File: src/rtl/serial_adder_pkg.sv
// Shared types and sizing helpers for the bit-serial adder.
package serial_adder_pkg;

    typedef enum logic [1:0] {
        IDLE = 2'd0,
        RUN  = 2'd1,
        DONE = 2'd2
    } state_t;

    function automatic int cnt_w(input int width);
        return (width <= 1) ? 1 : $clog2(width);
    endfunction

endpackage

File: src/rtl/full_adder_cell.sv
// Combinational full adder: two half-adder stages plus a carry OR, gate primitives only.
module full_adder_cell (
    input  logic a,
    input  logic b,
    input  logic ci,
    output logic s,
    output logic co
);

    wire s1;
    wire c1;
    wire c2;

    xor x_ha1 (s1, a, b);
    and a_ha1 (c1, a, b);
    xor x_ha2 (s, s1, ci);
    and a_ha2 (c2, s1, ci);
    or  o_co  (co, c1, c2);

endmodule

File: src/rtl/serial_adder.sv
// Bit-serial ripple adder: one full-adder cell, LSB first, WIDTH cycles per operation.
// Handshakes: a transfer happens on a rising edge where valid and ready are both high; out_valid holds until out_ready.
module serial_adder
    import serial_adder_pkg::*;
#(
    parameter int WIDTH = 8
) (
    input  logic             clk,
    input  logic             rst,
    input  logic             in_valid,
    output logic             in_ready,
    input  logic [WIDTH-1:0] a_in,
    input  logic [WIDTH-1:0] b_in,
    input  logic             cin,
    output logic             out_valid,
    input  logic             out_ready,
    output logic [WIDTH-1:0] sum_out,
    output logic             cout_out,
    output logic             ovf_out,
    output logic             busy,
    output state_t           dbg_state_o
);

    localparam int             CW   = cnt_w(WIDTH);
    localparam logic [CW-1:0]  LAST = CW'(WIDTH - 1);

    state_t           state_q;
    logic [CW-1:0]    cnt_q;
    logic             carry_q;
    logic [WIDTH-1:0] a_sh_q;
    logic [WIDTH-1:0] b_sh_q;
    logic [WIDTH-1:0] sum_q;
    logic             cout_q;
    logic             ovf_q;

    logic             s;
    logic             c;
    logic [WIDTH-1:0] res_d;

    full_adder_cell u_cell (
        .a  (a_sh_q[0]),
        .b  (b_sh_q[0]),
        .ci (carry_q),
        .s  (s),
        .co (c)
    );

    // a_sh doubles as the result shifter: each consumed LSB frees an MSB slot for the new sum bit.
    if (WIDTH == 1) begin : g_w1
        assign res_d = s;
    end else begin : g_wn
        assign res_d = {s, a_sh_q[WIDTH-1:1]};
    end

    always_ff @(posedge clk) begin
        if (rst) begin
            state_q <= IDLE;
            cnt_q   <= '0;
            carry_q <= 1'b0;
            a_sh_q  <= '0;
            b_sh_q  <= '0;
            sum_q   <= '0;
            cout_q  <= 1'b0;
            ovf_q   <= 1'b0;
        end else begin
            case (state_q)
                IDLE: begin
                    if (in_valid) begin
                        a_sh_q  <= a_in;
                        b_sh_q  <= b_in;
                        carry_q <= cin;
                        cnt_q   <= '0;
                        state_q <= RUN;
                    end
                end
                RUN: begin
                    a_sh_q  <= res_d;
                    b_sh_q  <= b_sh_q >> 1;
                    carry_q <= c;
                    if (cnt_q == LAST) begin
                        sum_q   <= res_d;
                        cout_q  <= c;
                        ovf_q   <= carry_q ^ c;
                        cnt_q   <= '0;
                        state_q <= DONE;
                    end else begin
                        cnt_q <= cnt_q + CW'(1);
                    end
                end
                DONE: begin
                    if (out_ready) begin
                        sum_q   <= '0;
                        cout_q  <= 1'b0;
                        ovf_q   <= 1'b0;
                        state_q <= IDLE;
                    end
                end
                default: state_q <= IDLE;
            endcase
        end
    end

    assign in_ready    = (state_q == IDLE);
    assign busy        = (state_q == RUN);
    assign out_valid   = (state_q == DONE);
    assign sum_out     = sum_q;
    assign cout_out    = cout_q;
    assign ovf_out     = ovf_q;
    assign dbg_state_o = state_q;

endmodule

File: config.mk
export PLATFORM = sky130hd
export DESIGN_NAME = serial_adder
export DESIGN_NICKNAME = d
export VERILOG_FILES = /design/src/rtl/serial_adder_pkg.sv /design/src/rtl/full_adder_cell.sv /design/src/rtl/serial_adder.sv
export SDC_FILE = /design/constraint.sdc
export NUM_CORES = 1
export LEC_CHECK = 0
export BUFFER_PORTS_ARGS = -buffer_cell sky130_fd_sc_hd__buf_2
export CORE_UTILIZATION = 44
export DETAILED_ROUTE_END_ITERATION = 8
export PLACE_DENSITY_LB_ADDON = 0.2
export REMOVE_ABC_BUFFERS = 1
export SLEW_MARGIN = 20
export SYNTH_ARGS = -nofsm -noshare
export SYNTH_HDL_FRONTEND = slang
export SYNTH_HIERARCHICAL = 1
export SYNTH_SLANG_ARGS = --single-unit
File: constraint.sdc
create_clock -name clk -period 2.7 [get_ports clk]
set_clock_uncertainty 0.2 [all_clocks]
set_input_delay 0.405 -clock clk [delete_from_list [all_inputs] [get_ports clk]]
set_output_delay 0.405 -clock clk [all_outputs]
set_load 0.1 [all_outputs]
==> results of run 1 <==
==> sequential cells by signal (all words and copies together), names as in the netlist <==
| signal | flops |
|---|---|
| sum_out | 8 |
| b_sh_q | 8 |
| a_sh_q | 8 |
| dbg_state_o | 2 |
| cnt_q | 3 |
| cout_out | 1 |
| ovf_out | 1 |
| carry_q | 1 |
==> cells in the mapped netlist <==
cell / n
nand2b_1: 3
ha_1: 2
dfxtp_1: 32
clkbuf_1: 3
nor2b_1: 1
buf_2: 3
a22oi_1: 3
a21oi_1: 5
nor3b_4: 2
mux2i_1: 2
o21bai_1: 1
buf_4: 4
nand2_1: 2
o21ba_4: 1
a211oi_1: 16
o21a_1: 1
nor2_1: 30
o22ai_1: 5
nor3b_1: 1
a32oi_1: 1
nand3b_1: 2
xor2_1: 1
and3b_4: 1
inv_2: 1
inv_1: 3
o21ai_0: 1
fa_1: 1
nand3_1: 6
a22o_1: 7
o2bb2ai_1: 7
==> metal layers <==
metal,global-route usage (%),part of all wire [%],vias up
li1,-,-,602
met1,21.8,44,569
met2,32.3,48,46
met3,5.93,6.7,6
met4,7.14,1.4,0
met5,0,0,-
==> worst register-to-register path, cell delays in order (launching register included) <==
cell and delay [ns]:
dfxtp_1 0.34, ha_1 0.20, ha_1 0.24, and3b_4 0.24, nor3b_4 0.29, a22o_1 0.19
==> power by group through the flow <==
stage	Combinational, mW	Clock (mW)	Sequential, mW
finish	0.156	0.355	0.519
floorplan	0.0972	0	0.538
detailed placement	0.157	0	0.531
CTS	0.157	0.362	0.520
global placement	0.153	0	0.529
global route	0.171	0.387	0.523
==> through the flow <==
step	setup TNS [ns]	power (mW)	util [%]
after floorplan	-0.431	0.635	-
after global placement	0	0.683	52.2
after detailed placement	0	0.688	52.2
after CTS	0	1.04	54.8
after global routing	0	1.08	54.8
final	0	1.03	54.8
==> logic make-up after synthesis <==
kind of cell,count (synthesis),share of synthesized area [%]
xor gates and xnor gates,1,0.626
AOI/OAI and AO/OA,48,26.2
DFF,32,45.8
adders and majority gates,3,3.22
buffers and inverters,14,5.09
and+or+nand+nor,48,17.7
muxes,2,1.43
==> final cells by class <==
| class | instances | share of cell area (%) |
|---|---|---|
| Clock buffer | 6 | 2.49 |
| Clock inverter | 2 | 2.11 |
| Inverter | 4 | 0.906 |
| Multi-Input combinational cell | 102 | 41.5 |
| Sequential cell | 32 | 38.6 |
| Tap cell | 44 | 3.32 |
| Timing Repair Buffer | 36 | 11.0 |
==> worst paths after layout <==
| check | end | depth (start not counted) |
|---|---|---|
| worst max-delay path | busy | 3 |
| worst min-delay path | a_sh_q[6]$_SDFFE_PP0P_ | 3 |
| worst max register to register | sum_out[5]$_SDFFE_PP0P_ | 5 |
| worst min register to register | ovf_out$_SDFFE_PP0P_ | 2 |
==> reports/metrics.cfg, run 1 <==
[yosys]
netlist_top_cells_area=dfxtp_1 (46%), a211oi_1 (8.6%), nor2_1 (8.0%)
ys_types=30
yosys.area.top_type=dfxtp_1
synth_area_sq_um=1400
post_synth_inst_count=148
synth_seq_area_share_pct=45.8
avgSynthCellArea_sq_um=9.46
ys_warn_count=6
synth_top_area_share_pct=45.8
synth_seq_cells=32

[clocking]
clock-root-buffer=clkbuf_4
cts_setup_buffers=0
cts.path.max_buffers=2
cts_made_buffers=5
clkLatencyLatePin_ns=0.33
cts.sink_count=32
cts.htree.levels=2
clk_transition_reported_paths_ns=0.10
postCtsHoldBufs=0
cts_resized=0
cts_tree=built

[critical_path]
cp-startpoint=dbg_state_o[1]$_SDFFE_PP0P_
end_kind=output port
cp_slowest_cell=buf_2
cp_slowest_stage_delay_ns=0.44
critPathBufInv=2
cp_max_fo=12
rrSetupSlack_ns=0.95
required_ns=2.10
cp.arrival_ns=1.71
start_kind=flop
setup.worst_path.class=flop to output port
r2r_start=cnt_q[0]$_SDFFE_PP0P_
crit_family=buffers and inverters
crit_chain=nand2b_1 > inv_2 > buf_2

[routing]
drc=0
routed_wl_um=2920
wire_per_inst_um=12.9
ant_nets=0
dr_total_vias=1223
dr.pass1.iters=5
drtIter0Drc=21
viasPerCell=5.41

[timing]
min_period_over_period_pct=85.7
relSlewSlack_pct=64.1
finalCriticalPeriod_ns=2.31
layout_setup_ws_ns=0.387
timing.hold.ws_ns=0.110
fmax_ghz=0.432
finalMaxSlewViolations=0
hold_viol_final=0
setup_viol=0
rsz0062_at_grt=false
worst_pin_slew_ns=0.538

[cells_and_area]
nFillCells=310
antennaDiodeCount=0
final_common_cell=buf_2
area_delta_synth_final_pct=18.4
seq_area_sq_um=641
nets=205
final_cell_area_sq_um=1660
layout_common_cells=buf_2 (35), dfxtp_1 (32), nor2_1 (30)
multiInputGateArea_sq_um=688
final_cells=226
drive_above_1_share_pct=26.4

[floorplan]
ios=36
die_h_um=58.4
core_area_sq_um=3030
rows=20
die_w_um=58.4
die_area_sq_um=3410
initial_core_util_pct=46.2

[job]
cap_violations=0

[place]
gp_congestion=0.765
port_buffers=35
place_hpwl_um=2100
place_area_sq_um=1580
place_inst=218
place_ws_ns=0.747

[global_routing]
grt_antenna_before_repair=0
grt_pass1_wl_um=4850
grt_max_degree=28
grt_pass1_vias=1109
track_usage_pct=18.8
grt.overflow.total=0

[power]
swShare_pct=27.1
pwr-share-comb_pct=15.1
p_int_uw=752
p_per_area_nw_per_um2=622
vdd_drop_max_uv=320
seqPwrFrac_pct=50.4
power.share.clock_pct=34.5
leakagePower_nw=0.729
p_sw_uw=279

[hold_path]
hold_class=input port to flop
min-delay-start=a_in[6]

[status]
status=completed

Power figures use the tool's default switching activity.
==> inputs of run 2 (changes only) <==
--- a/config.mk
+++ b/config.mk
@@ -5,12 +5,14 @@
 export SDC_FILE = /design/constraint.sdc
 export NUM_CORES = 1
 export LEC_CHECK = 0
+export ABC_AREA = 1
 export BUFFER_PORTS_ARGS = -buffer_cell sky130_fd_sc_hd__buf_2
 export CORE_UTILIZATION = 44
 export DETAILED_ROUTE_END_ITERATION = 8
 export PLACE_DENSITY_LB_ADDON = 0.2
 export REMOVE_ABC_BUFFERS = 1
-export SLEW_MARGIN = 20
+export SETUP_SLACK_MARGIN = 0.15
+export SLEW_MARGIN = 5
 export SYNTH_ARGS = -nofsm -noshare
 export SYNTH_HDL_FRONTEND = slang
 export SYNTH_HIERARCHICAL = 1
==> run 2 against run 1 <==
- power is 6.7% lower
- sequential cell count did not move
- critical path depth unchanged
- register-to-register slack got worse by 0.02 ns
- global-route usage rose by 1.8 points
- clock power down 19%
- sequential power barely moved
- die area down 1.0%
- via count is 9.7% higher
==> reports/metrics.cfg, run 2 <==
[floorplan]
die_h_um=58.1  ; -0.52%
rows=19  ; -5.0%
die_w_um=58.1  ; -0.52%
die_area_sq_um=3380  ; -1.0%
core_area_sq_um=2880  ; -5.0%
ios=36  ; unchanged
initial_core_util_pct=48.2  ; +1.9 points

[timing]
rsz0062_at_grt=false
finalMaxSlewViolations=0  ; unchanged
setup_viol=0  ; unchanged
min_period_over_period_pct=81.3  ; -4.4 points
worst_pin_slew_ns=0.531  ; -0.00780 ns
hold_viol_final=0  ; unchanged
fmax_ghz=0.456  ; +5.5%
finalCriticalPeriod_ns=2.19  ; -0.120 ns
layout_setup_ws_ns=0.506  ; +0.120 ns
relSlewSlack_pct=64.6  ; +0.51 points
setup_tns_ns=0  ; unchanged

[place]
port_buffers=35  ; unchanged
place_ws_ns=0.874  ; +0.127 ns
place_inst=253  ; +16%
gp_congestion=0.790  ; +3.2%
place_area_sq_um=1600  ; +1.0%
place_hpwl_um=2140  ; +1.9%

[yosys]
synth_seq_area_share_pct=46.3  ; +0.50 points
synth_compound_area_share_pct=20.7  ; -5.5 points
synth_area_sq_um=1390  ; -1.1%
ys_warn_count=6  ; unchanged
post_synth_inst_count=184  ; +24%
synth_top_family_by_area=simple AND/OR/NAND/NOR gates
synth_seq_cells=32  ; unchanged
synth_ff_type=dfxtp_1
avgSynthCellArea_sq_um=7.53  ; -20%
ys_types=21  ; -30%
synthAdderAreaFrac_pct=3.25  ; +0.035 points
synthTopCellsByCount=nand2_1 (38), dfxtp_1 (32), a21oi_1 (26), nor2_1 (16), inv_1 (12)
synthSimpleGateAreaFrac_pct=22.2  ; +4.5 points
post-synth-top-count-cell=nand2_1
synth-async-reset-ratio_pct=0  ; unchanged
netlist_top_cells_area=dfxtp_1 (46%), nand2_1 (10%), a21oi_1 (9.4%)
yosys.area.top_type=dfxtp_1
synth.area.mux_share_pct=0  ; -1.4 points
synth-edff-count=0  ; unchanged
synthXorXnorAreaFrac_pct=0  ; -0.63 points
synth_top_area_share_pct=46.3  ; +0.50 points

[critical_path]
end_kind=output port
cp_max_fo=13  ; +1
setup.worst_path.class=flop to output port
cp-startpoint=dbg_state_o[1]$_SDFFE_PP0P_
crit_family=buffers and inverters
rrSetupSlack_ns=0.93  ; -0.02 ns
critPathBufInv=2  ; unchanged
cp.arrival_ns=1.59  ; -0.12 ns
cp_slowest_cell=dfxtp_1
r2r_start=dbg_state_o[1]$_SDFFE_PP0P_
cp_slowest_stage_delay_ns=0.50  ; +0.06 ns
required_ns=2.10  ; about the same
crit_chain=inv_2 > nor2_4 > buf_2
start_kind=flop

[global_routing]
track_usage_pct=20.6  ; +1.8 points
grt.overflow.total=0  ; unchanged
grt_max_degree=20  ; -29%
grt_pass1_wl_um=5220  ; +7.5%
grt_pass1_vias=1218  ; +9.8%
grt_antenna_before_repair=0  ; unchanged

[cells_and_area]
antennaDiodeCount=0  ; unchanged
final_cells=261  ; +15%
final_cell_area_sq_um=1660  ; about the same
area_delta_synth_final_pct=19.6
nets=242  ; +18%
drive_above_1_share_pct=23.3  ; -3.1 points
layout_common_cells=nand2_1 (38), buf_2 (34), dfxtp_1 (32)
nFillCells=289  ; -6.8%
final_common_cell=nand2_1

[clocking]
postCtsHoldBufs=0  ; unchanged
cts_setup_buffers=0  ; unchanged
clk_transition_reported_paths_ns=0.09  ; about the same
cts.sink_count=32  ; unchanged
clock-root-buffer=clkbuf_4
cts.path.max_buffers=2  ; unchanged
cts_tree=built
clkLatencyLatePin_ns=0.34  ; about the same
cts.htree.levels=2  ; unchanged
cts_resized=0  ; unchanged
cts_made_buffers=5  ; unchanged

[routing]
wire_per_inst_um=11.8  ; -8.5%
ant_nets=0  ; unchanged
routed_wl_um=3080  ; +5.7%
drc=0  ; unchanged
dr.pass1.iters=4  ; -1
dr_total_vias=1342  ; +9.7%
viasPerCell=5.14  ; -5.0%
drtIter0Drc=67  ; +220%

[power]
leakagePower_nw=0.745  ; +2.2%
p_per_area_nw_per_um2=581  ; -6.6%
vdd_drop_max_uv=323  ; +1.1%
power_uw=962  ; -6.7%

[hold_path]
hold_class=input port to flop
min-delay-start=b_in[7]

[job]
cap_violations=0  ; unchanged

[status]
status=completed

[run 2: changes by cell type in the layout (fill, tap and decap cells not counted), moves of 4 or more]
cell       delta
nand4_1       +9
o22ai_1       +4
a211oi_1     -16
a22o_1        -7
a21oi_1      +21
o21ai_1      +11
o2bb2ai_1     -7
nor2_1       -14
inv_1         +9
nand2_1      +36
[run 2: cells by family (layout without fill, tap and decap cells)]
| logic type | count (synthesis) | after routing |
|---|---|---|
| adder cells (fa/ha/maj) | 3 | 3 |
| buffers and inverters | 25 | 60 |
| AO/OA/AOI/OAI | 53 | 53 |
| flip-flops | 32 | 32 |
| AND/OR/NAND/NOR | 71 | 71 |
[run 2: per-layer routing]
metal  wire length, um  up-vias  global-route usage, %
met5                 0        -                      0
met4                64        0                   8.50
met3               172        9                   7.14
met2              1440       43                   32.7
met1              1400      599                   25.5
li1                  -      691                      -
[run 2: where the power goes]
part,internal [mW],switching [mW],total [mW]
clock,0.128,0.157,0.286
sequential,0.498,0.0185,0.517
combinational,0.0554,0.104,0.159
[run 2: stage by stage]
| step | hold slack, ns | util (%) |
|---|---|---|
| after floorplan | 0.239 | - |
| after global placement | 0.247 | 55.5 |
| after detailed placement | 0.251 | 55.5 |
| after CTS | 0.118 | 57.6 |
| after global routing | 0.128 | 57.6 |
| final | 0.116 | 57.6 |
[run 2: path summary, 6_finish.rpt]
| kind | to | cells after the start |
|---|---|---|
| hold reg to reg | sum_out[4]$_SDFFE_PP0P_ | 2 |
| setup reg to reg | b_sh_q[4]$_SDFFE_PP0P_ | 6 |
| setup / recovery | out_valid | 3 |
| hold / removal | b_sh_q[7]$_SDFFE_PP0P_ | 3 |
[run 2: area by class of cell]
type,count,area [sq um],share of cell area [%]
flip-flops and latches,32,641,38.7
multi-input cells,127,639,38.6
repair buffers,38,213,12.8
clock buffers,8,58.8,3.55
inverters,14,52.6,3.17
well taps,42,52.6,3.17
[run 2: tightest hold or removal path, stage by stage]
cell,delay (ns)
buf_2,0.09
nand2_1,0.05
a21oi_1,0.05
==> inputs of run 3 (changes only) <==
==> constraint.sdc (replaced) <==
create_clock -name clk -period 2.1 [get_ports clk]
set_clock_uncertainty 0.2 [all_clocks]
set_input_delay 0.315 -clock clk [delete_from_list [all_inputs] [get_ports clk]]
set_output_delay 0.315 -clock clk [all_outputs]
set_load 0.1 [all_outputs]
==> run 3 against run 2 <==
- register-to-register slack worse by 0.46 ns
- routed wire length grew 6.1%
- power grew 46%
- sequential cell count did not move
- hold slack worse by 0.081 ns
- clock-buffer cell count decreased by 1
- die area unchanged
- cell count increased by 1.9%
- sequential share of layout area is 1.8 points lower
- clock power is 83% higher
- combinational power increased by 36%
- via count rose by 2.3%
- critical path type unchanged
- critical endpoint unchanged
- highest routed layer unchanged
==> reports/metrics.cfg, run 3 (synthesized netlist as in run 2, its figures left out) <==
[status]
status=completed

[hold_path]
hold_class=input port to flop
min-delay-start=b_in[7]
hold-path-endpoint=b_sh_q[7]$_SDFFE_PP0P_
worstHoldPathCells=3  ; unchanged

[cells_and_area]
final_common_cell=nand2_1
antennaDiodeCount=0  ; unchanged
layout_common_cells=nand2_1 (38), buf_2 (32), dfxtp_1 (31)
area_delta_synth_final_pct=25.6
drive_above_1_share_pct=26.8  ; +3.5 points
final_core_util_pct=60.5  ; +2.9 points
nets=247  ; +2.1%
final_cells=266  ; +1.9%

[timing]
fmax_ghz=0.542
finalCriticalPeriod_ns=1.85
hold_viol_final=0  ; unchanged
timing.hold.ws_ns=0.0347  ; -0.0815 ns
finalMaxSlewViolations=0  ; unchanged
setup_viol=0  ; unchanged
relSlewSlack_pct=67.1  ; +2.4 points
min_period_over_period_pct=87.9
worst_pin_slew_ns=0.498  ; -0.0329 ns
rsz0062_at_grt=false
layout_setup_ws_ns=0.254  ; -0.252 ns

[floorplan]
die_w_um=58.1  ; unchanged
initial_core_util_pct=48.2  ; unchanged
die_area_sq_um=3380  ; unchanged
die_h_um=58.1  ; unchanged
core_area_sq_um=2880  ; unchanged
ios=36  ; unchanged
rows=19  ; unchanged

[routing]
viasPerCell=5.16  ; +0.39%
dr_total_vias=1373  ; +2.3%
drc=0  ; unchanged
dr.pass1.iters=4  ; unchanged
drtIter0Drc=59  ; -12%
routed_wl_um=3270  ; +6.1%
wire_per_inst_um=12.3  ; +4.1%
ant_nets=0  ; unchanged

[critical_path]
cp.arrival_ns=1.33  ; -0.26 ns
setup.worst_path.class=flop to output port
required_ns=1.58  ; -0.52 ns
worstReg2RegEnd=sum_out[7]$_SDFFE_PP0P_
rrSetupSlack_ns=0.47  ; -0.46 ns
start_kind=flop
end_kind=output port
r2r_start=cnt_q[0]$_SDFFE_PP0P_
cp_max_fo=13  ; unchanged
reg2reg_depth=8  ; +2

[power]
p_per_area_nw_per_um2=809  ; +39%
vdd_drop_max_uv=475  ; +47%
leakagePower_nw=0.790  ; +6.1%

[clocking]
clkLatencyLatePin_ns=0.33  ; about the same
cts_setup_buffers=0  ; unchanged
cts.sink_count=32  ; unchanged
cts.path.max_buffers=2  ; unchanged
postCtsHoldBufs=0  ; unchanged
clock-root-buffer=clkbuf_4
cts_tree=built
cts.htree.levels=2  ; unchanged
clk_transition_reported_paths_ns=0.10  ; about the same
cts_made_buffers=5  ; unchanged

[global_routing]
grt_pass1_wl_um=5490  ; +5.3%
grt_max_degree=18  ; -10%
grt.overflow.total=0  ; unchanged
grt_pass1_vias=1270  ; +4.3%
grt_antenna_before_repair=0  ; unchanged
track_usage_pct=21.5  ; +0.94 points

[place]
place_ws_ns=0.382  ; -0.492 ns
place_hpwl_um=2430  ; +13%
place_inst=258  ; +2.0%
port_buffers=35  ; unchanged
gp_congestion=0.819  ; +3.7%

[job]
cap_violations=0  ; unchanged

[run 3: stage by stage]
stage | area [sq um] | TNS, ns | total power, mW
final | 1740 | 0 | 1.41
after detailed placement | 1640 | 0 | 0.895
after floorplan | 1330 | -47.34 | 0.811
after CTS | 1740 | 0 | 1.42
after global routing | 1740 | 0 | 1.48
after global placement | 1640 | 0 | 0.887
[run 3: final cells by class]
type,instances,area (sq um)
Multi-Input combinational cell,127,642
Fill cell,279,1140
Clock buffer,7,65.1
Tap cell,42,52.6
Inverter,14,52.6
Clock inverter,1,30.0
Sequential cell,32,642
Timing Repair Buffer,43,255
[run 3: layer usage]
metal	track usage, %	part of all wire, %	routed length, um
met1	25.3	42	1360
met2	35.3	50	1640
met3	7.59	6.9	226
met4	9.52	1.2	40
met5	0	0	0
[run 3: worst max-delay path by stage]
stage          slack (ns)                        start                     to  cells past startpoint
2_1_floorplan       -1.96  dbg_state_o[0]$_SDFFE_PP0P_  cnt_q[0]$_SDFFE_PP0P_                      4
3_3_place_gp         0.43  dbg_state_o[1]$_SDFFE_PP0P_              out_valid                      3
3_5_place_dp         0.38  dbg_state_o[1]$_SDFFE_PP0P_              out_valid                      3
4_1_cts              0.13  dbg_state_o[1]$_SDFFE_PP0P_              out_valid                      3
5_1_grt              0.16  dbg_state_o[0]$_SDFFE_PP0P_               in_ready                      3
6_report             0.25  dbg_state_o[1]$_SDFFE_PP0P_              out_valid                      3
[run 3: critical path: stages (launching register included)]
cell	delay, ns
dfxtp_2	0.43
inv_2	0.14
nor2_4	0.13
buf_4	0.30
[run 3: what timing repair did]
action                                  CTS  global route
resized for setup                         2             2
pin swaps                                 0             0
endpoints found under the setup margin    2             2
endpoints found under the hold margin     0             0
[run 3: power by group]
group | switching [mW] | internal, mW | total (mW)
sequential | 0.0249 | 0.641 | 0.666
clock | 0.208 | 0.316 | 0.524
combinational | 0.136 | 0.0802 | 0.217
total | 0.369 | 1.04 | 1.41
